<file path="src/rtl/dpram_fifo_ctrl_if.sv">
// Stream and dpram-side signals of the dpram FIFO controller.
// The controller connects through "slave"; the environment (source, sink, dpram) uses "master".
interface dpram_fifo_ctrl_if #(
    parameter int AWIDTH = 10,
    parameter int DWIDTH = 32
);
    logic              wr_valid;
    logic              wr_ready;
    logic [DWIDTH-1:0] wr_data;

    logic              rd_valid;
    logic              rd_ready;
    logic [DWIDTH-1:0] rd_data;

    logic [AWIDTH+1:0] level;

    logic [AWIDTH-1:0] ram_address_a;
    logic              ram_wren_a;
    logic [DWIDTH-1:0] ram_data_a;
    logic [AWIDTH-1:0] ram_address_b;
    logic              ram_wren_b;
    logic [DWIDTH-1:0] ram_data_b;
    logic [DWIDTH-1:0] ram_out_b;

    modport slave (
        input  wr_valid, wr_data, rd_ready, ram_out_b,
        output wr_ready, rd_valid, rd_data, level,
        output ram_address_a, ram_wren_a, ram_data_a,
        output ram_address_b, ram_wren_b, ram_data_b
    );

    modport master (
        output wr_valid, wr_data, rd_ready, ram_out_b,
        input  wr_ready, rd_valid, rd_data, level,
        input  ram_address_a, ram_wren_a, ram_data_a,
        input  ram_address_b, ram_wren_b, ram_data_b
    );
endinterface

</file>
<file path="src/rtl/dpram_fifo_ctrl.sv">
// Streaming FIFO controller around an external dpram: port A is written from the input
// stream, port B is read ahead into a 2-entry output buffer that hides the RAM read latency.
module dpram_fifo_ctrl #(
    parameter int AWIDTH    = 10,
    parameter int NUM_WORDS = 1024,
    parameter int DWIDTH    = 32
) (
    input  logic                clk,
    input  logic                resetn,
    dpram_fifo_ctrl_if.slave    bus
);
    localparam int PW = AWIDTH + 1;
    localparam int LW = AWIDTH + 2;

    logic [PW-1:0]     r_wr_ptr;
    logic [PW-1:0]     r_rd_ptr;
    logic              r_inflight;
    logic [1:0]        r_ob_cnt;
    logic [DWIDTH-1:0] r_ob [2];
    logic [LW-1:0]     r_level;

    logic [PW-1:0]     w_used;
    logic              w_wr_ready;
    logic              w_accept;
    logic              w_rd_valid;
    logic              w_pop;
    logic [2:0]        w_committed;
    logic              w_issue;

    // w_used counts words in RAM not yet issued; the extra pointer bit separates full from empty.
    assign w_used      = r_wr_ptr - r_rd_ptr;
    assign w_wr_ready  = resetn & (w_used != PW'(NUM_WORDS));
    assign w_accept    = bus.wr_valid & w_wr_ready;
    assign w_rd_valid  = (r_ob_cnt != 2'd0);
    assign w_pop       = w_rd_valid & bus.rd_ready;

    // Buffer slots still spoken for after this edge; a new read is issued only if one stays free.
    assign w_committed = 3'(r_ob_cnt) + 3'(r_inflight) - 3'(w_pop);
    assign w_issue     = (w_used != '0) & (w_committed < 3'd2);

    // NOTE: sequential state uses non-blocking assignments so every register sees pre-edge values.
    always_ff @(posedge clk or negedge resetn) begin
        if (!resetn) begin
            r_wr_ptr   <= '0;
            r_rd_ptr   <= '0;
            r_inflight <= 1'b0;
            r_ob_cnt   <= 2'd0;
            r_level    <= '0;
        end else begin
            if (w_accept) r_wr_ptr <= r_wr_ptr + PW'(1);
            if (w_issue)  r_rd_ptr <= r_rd_ptr + PW'(1);
            r_inflight <= w_issue;
            r_ob_cnt   <= w_committed[1:0];
            case ({w_accept, w_pop})
                2'b10:   r_level <= r_level + LW'(1);
                2'b01:   r_level <= r_level - LW'(1);
                default: ;
            endcase
        end
    end

    // NOTE: buffer payload has no reset; r_ob_cnt alone decides which entries are meaningful.
    always_ff @(posedge clk) begin
        case ({r_inflight, w_pop})
            2'b01: r_ob[0] <= r_ob[1];
            2'b10: r_ob[r_ob_cnt[0]] <= bus.ram_out_b;
            2'b11: begin
                if (r_ob_cnt == 2'd1) begin
                    r_ob[0] <= bus.ram_out_b;
                end else begin
                    r_ob[0] <= r_ob[1];
                    r_ob[1] <= bus.ram_out_b;
                end
            end
            default: ;
        endcase
    end

    assign bus.wr_ready      = w_wr_ready;
    assign bus.rd_valid      = w_rd_valid;
    assign bus.rd_data       = r_ob[0];
    assign bus.level         = r_level;
    assign bus.ram_address_a = r_wr_ptr[AWIDTH-1:0];
    assign bus.ram_wren_a    = w_accept;
    assign bus.ram_data_a    = bus.wr_data;
    assign bus.ram_address_b = r_rd_ptr[AWIDTH-1:0];
    assign bus.ram_wren_b    = 1'b0;
    assign bus.ram_data_b    = '0;

    a_buffer_bound: assert property (@(posedge clk) disable iff (!resetn)
        (3'(r_ob_cnt) + 3'(r_inflight)) <= 3'd2);

    a_level_bound: assert property (@(posedge clk) disable iff (!resetn)
        r_level <= LW'(NUM_WORDS + 2));

    a_stall_stable: assert property (@(posedge clk) disable iff (!resetn)
        (w_rd_valid && !bus.rd_ready) |=> (w_rd_valid && $stable(bus.rd_data)));
endmodule
</file>
<file path="src/flat_wrapper.sv">
// flat-port wrapper written by rule: the top's interface ports become plain ports
module dpram_fifo_ctrl_flat 
#(
    parameter int AWIDTH    = 10,
    parameter int NUM_WORDS = 1024,
    parameter int DWIDTH    = 32
)
  (clk, resetn, bus_wr_valid, bus_wr_data, bus_rd_ready, bus_ram_out_b, bus_wr_ready, bus_rd_valid, bus_rd_data, bus_level, bus_ram_address_a, bus_ram_wren_a, bus_ram_data_a, bus_ram_address_b, bus_ram_wren_b, bus_ram_data_b);
  dpram_fifo_ctrl_if #(.AWIDTH(AWIDTH), .DWIDTH(DWIDTH)) bus_i ();
  input  logic clk;
  input  logic resetn;
  input wire logic [$bits(bus_i.wr_valid)-1:0] bus_wr_valid;
  input wire logic [$bits(bus_i.wr_data)-1:0] bus_wr_data;
  input wire logic [$bits(bus_i.rd_ready)-1:0] bus_rd_ready;
  input wire logic [$bits(bus_i.ram_out_b)-1:0] bus_ram_out_b;
  output wire logic [$bits(bus_i.wr_ready)-1:0] bus_wr_ready;
  output wire logic [$bits(bus_i.rd_valid)-1:0] bus_rd_valid;
  output wire logic [$bits(bus_i.rd_data)-1:0] bus_rd_data;
  output wire logic [$bits(bus_i.level)-1:0] bus_level;
  output wire logic [$bits(bus_i.ram_address_a)-1:0] bus_ram_address_a;
  output wire logic [$bits(bus_i.ram_wren_a)-1:0] bus_ram_wren_a;
  output wire logic [$bits(bus_i.ram_data_a)-1:0] bus_ram_data_a;
  output wire logic [$bits(bus_i.ram_address_b)-1:0] bus_ram_address_b;
  output wire logic [$bits(bus_i.ram_wren_b)-1:0] bus_ram_wren_b;
  output wire logic [$bits(bus_i.ram_data_b)-1:0] bus_ram_data_b;
  assign bus_i.wr_valid = bus_wr_valid;
  assign bus_i.wr_data = bus_wr_data;
  assign bus_i.rd_ready = bus_rd_ready;
  assign bus_i.ram_out_b = bus_ram_out_b;
  assign bus_wr_ready = bus_i.wr_ready;
  assign bus_rd_valid = bus_i.rd_valid;
  assign bus_rd_data = bus_i.rd_data;
  assign bus_level = bus_i.level;
  assign bus_ram_address_a = bus_i.ram_address_a;
  assign bus_ram_wren_a = bus_i.ram_wren_a;
  assign bus_ram_data_a = bus_i.ram_data_a;
  assign bus_ram_address_b = bus_i.ram_address_b;
  assign bus_ram_wren_b = bus_i.ram_wren_b;
  assign bus_ram_data_b = bus_i.ram_data_b;
  dpram_fifo_ctrl #(.AWIDTH(AWIDTH), .NUM_WORDS(NUM_WORDS), .DWIDTH(DWIDTH)) u_core (.clk(clk), .resetn(resetn), .bus(bus_i));
endmodule
</file>
<file path="config.mk">
export PLATFORM = sky130hd
export DESIGN_NAME = dpram_fifo_ctrl_flat
export DESIGN_NICKNAME = d
export VERILOG_FILES = /design/src/rtl/dpram_fifo_ctrl_if.sv /design/src/rtl/dpram_fifo_ctrl.sv /design/src/flat_wrapper.sv
export SDC_FILE = /design/constraint.sdc
export NUM_CORES = 1
export LEC_CHECK = 0
export ABC_AREA = 1
export CAP_MARGIN = 30
export CORE_ASPECT_RATIO = 0.5
export CORE_MARGIN = 3
export CORE_UTILIZATION = 35
export CTS_CLUSTER_SIZE = 24
export DETAILED_ROUTE_END_ITERATION = 6
export SLEW_MARGIN = 20
export SYNTH_ARGS = -nofsm -noshare
export SYNTH_HDL_FRONTEND = slang
export SYNTH_SLANG_ARGS = --single-unit
</file>
<file path="constraint.sdc">
create_clock -name clk -period 7.6 [get_ports clk]
set_clock_uncertainty 0.2 [all_clocks]
set_input_delay 2.28 -clock clk [delete_from_list [all_inputs] [get_ports clk]]
set_output_delay 2.28 -clock clk [all_outputs]
set_load 0.02 [all_outputs]
</file>
==> impl_metrics.json <==
{
  "io_pins": 200,
  "root_buffer": "clkbuf_16",
  "async_flop_share": 0.3663,
  "rows": 33,
  "drive_gt1_frac": 0.1353,
  "gp_congestion": 0.8703,
  "post-route-min-period_ns": 6.503,
  "fin_crit_sh": 0.8557,
  "design.core.area_mm2": 0.01685,
  "regArea_mm2": 0.002848,
  "grt.total_usage": 0.1332,
  "firstDrtPassIters": 5,
  "final_antenna_net_count": 0,
  "port-buffer-count": 102,
  "hold_slack_ns": 0.3138,
  "synth.area.top_cells": "edfxtp_1 31%, dfrtp_1 15%, buf_4 10%, nand2_1 7.5%, mux2_2 5.8%",
  "ctsHoldBuffers": 0,
  "slew_violations": 0,
  "multi_input_area_mm2": 0.002484,
  "dieArea_mm2": 0.01942,
  "synth-main-ff-cell": "edfxtp_1",
  "yosysUniqueCellTypes": 38,
  "die_x_um": 194.1,
  "grt_max_degree": 33,
  "yosysTopAreaCellShare": 0.3104,
  "vias": 4209,
  "cts_setup_buffers": 0,
  "critPathRequiredTime_ns": 5.12,
  "cts_buffer_depth": 2,
  "syn2layout_area_growth_pct": 16.29,
  "grt_pass1_wl_um": 20780,
  "setup_viol": 0,
  "vias_per_cell": 4.565,
  "wl_met2_um": 6184,
  "tns_ns": 0,
  "yosys_warnings": 0,
  "met1Wirelength_um": 5832,
  "cts_tree": "done",
  "dp_hpwl_um": 9802,
  "yosysTopAreaCell": "edfxtp_1",
  "yosysMostFrequentCell": "nand2_1",
  "synth_area_mm2": 0.006192,
  "fin_util": 0.4274,
  "ctsResizeCount": 0,
  "irDropWorstVdd_mv": 0.1350,
  "die_h_um": 100.1,
  "ys_ff_latch": 101,
  "fin_nets": 787,
  "syn_area_per_cell_um2": 9.706,
  "grt_pass1_vias": 3946,
  "status": "completed",
  "dr.max_layer_used": "met4",
  "worst-setup-path-type": "in2out",
  "cts_buffers": 9,
  "worst-path-max-fanout": 12,
  "grt_overflow": 0,
  "cts_max_level": 3,
  "arrival_ns": 4.02,
  "wl_per_cell_um": 14.26,
  "n_fill_cell": 1684,
  "antenna_found_initial": 0,
  "cp-end-kind": "primary output",
  "cts.clk_slew.worst_paths_ns": 0.07,
  "max_cap_violations": 0,
  "netlist_top_cells_count": "123 x nand2_1, 86 x buf_4, 65 x inv_1",
  "dr_wl_met3_um": 925,
  "antenna_cells": 0,
  "cts.sinks": 101,
  "initial_core_util": 0.3676,
  "wirelength_um": 13150,
  "worst_pin_slew_ns": 0.8485,
  "route.detailed.drc": 0,
  "synth_edf_count": 64,
  "cp-start-kind": "input pin",
  "hp-class": "reg2reg",
  "synth_cells": 638,
  "dr.first_iter.drc_count": 240,
  "hold_viol": 0,
  "fmax_mhz": 153.8,
  "clock_latency_ns": 0.34,
  "synth-seq-area-share": 0.4599,
  "power.leakage_nw": 3.145,
  "relSlewSlack": 0.4322,
  "rsz0062_at_grt": "false",
  "pwr_density_cell_mw_per_mm2": 403.0
}
## layer usage
metal | up-vias | GRT usage
met5 | - | 0
met4 | 0 | 0.04245
met3 | 21 | 0.03991
met2 | 138 | 0.2263
met1 | 1946 | 0.1653
li1 | 2104 | -
## path summary, 6_finish.rpt
path,end,from,depth (start not counted),slack (ns)
worst max register to register,u_core.bus.level[9]$_DFFE_PN0P_,u_core.r_rd_ptr[2]$_DFFE_PN0P_,20,3.12
worst max-delay path,bus_ram_wren_a,bus_wr_valid,4,1.10
min in group asynchronous,u_core.r_wr_ptr[5]$_DFFE_PN0P_,resetn,1,1.69
max in group asynchronous,u_core.r_rd_ptr[3]$_DFFE_PN0P_,resetn,2,4.73
worst min-delay path,u_core.r_rd_ptr[9]$_DFFE_PN0P_,u_core.r_rd_ptr[9]$_DFFE_PN0P_,2,0.31
worst min register to register,u_core.r_rd_ptr[9]$_DFFE_PN0P_,u_core.r_rd_ptr[9]$_DFFE_PN0P_,2,0.31
## cell families after synthesis
| kind of cell | after synthesis | share of synthesized area |
|---|---|---|
| compound gates | 34 | 0.03051 |
| buf+inv | 163 | 0.1584 |
| other cells | 1 | 0.0006056 |
| xor+xnor | 24 | 0.03395 |
| mux | 32 | 0.05819 |
| fa+ha+maj | 29 | 0.06102 |
| flops | 101 | 0.4599 |
| simple gates | 254 | 0.1974 |
## metrics by stage
step           area [um^2]  power, W  instances  setup WS [ns]
2_1_floorplan         6312  0.002064        670          2.475
3_3_place_gp          6909  0.002458        906          1.118
3_5_place_dp          6909  0.002485        906          1.104
4_1_cts               7201  0.002949        922          1.100
5_1_grt               7201  0.003137        922         0.9700
6_report              7201  0.002902        922          1.097
## power by group
| part | switching [W] | total [W] | internal (W) |
|---|---|---|---|
| clock | 0.000217 | 0.000447 | 0.000230 |
| combinational | 0.000905 | 0.00152 | 0.000616 |
| sequential | 0.000108 | 0.000934 | 0.000826 |
## cell type report
cell class,instances,share of cell area
inverters,66,0.03440
well taps,227,0.03944
flip-flops and latches,101,0.3955
multi-input cells,406,0.3449
clock inverters,7,0.009209
clock buffers,9,0.03128
repair buffers,106,0.1453
## sequential cells by signal, summed over array words and instances (netlist names)
name and count:
u_core.bus.level 12, u_core.r_inflight 1, u_core.r_ob 64, u_core.r_ob_cnt 2, u_core.r_rd_ptr 11, u_core.r_wr_ptr 11
## worst max-delay path, cell delays in order
cell             delay, ns
clkdlybuf4s50_1       0.76
nand3_4               0.27
inv_1                 0.11
clkdlybuf4s50_1       0.60
## layout by cell type, fill, tap and decap left out, drive strengths merged
cell type      Yosys  layout
mux2              32      32
nand3b             3       3
clkinv             0       3
dfrtp             37      37
a211oi             1       1
o21ai             13      13
nand4             15      15
nor2              28      28
clkbuf             4       9
conb               1      33
nand3             41      41
nor4               5       5
o21bai             3       3
a21o               2       2
inv               66      69
nor3               8       8
ha                27      27
or2                4       4
a21oi             15      15
clkinvlp           0       1
nand2            150     150
xor2              21      21
clkdlybuf4s50      0     101
buf               93       5
fa                 2       2
edfxtp            64      64
xnor2              3       3
Power figures use the tool's default switching activity.
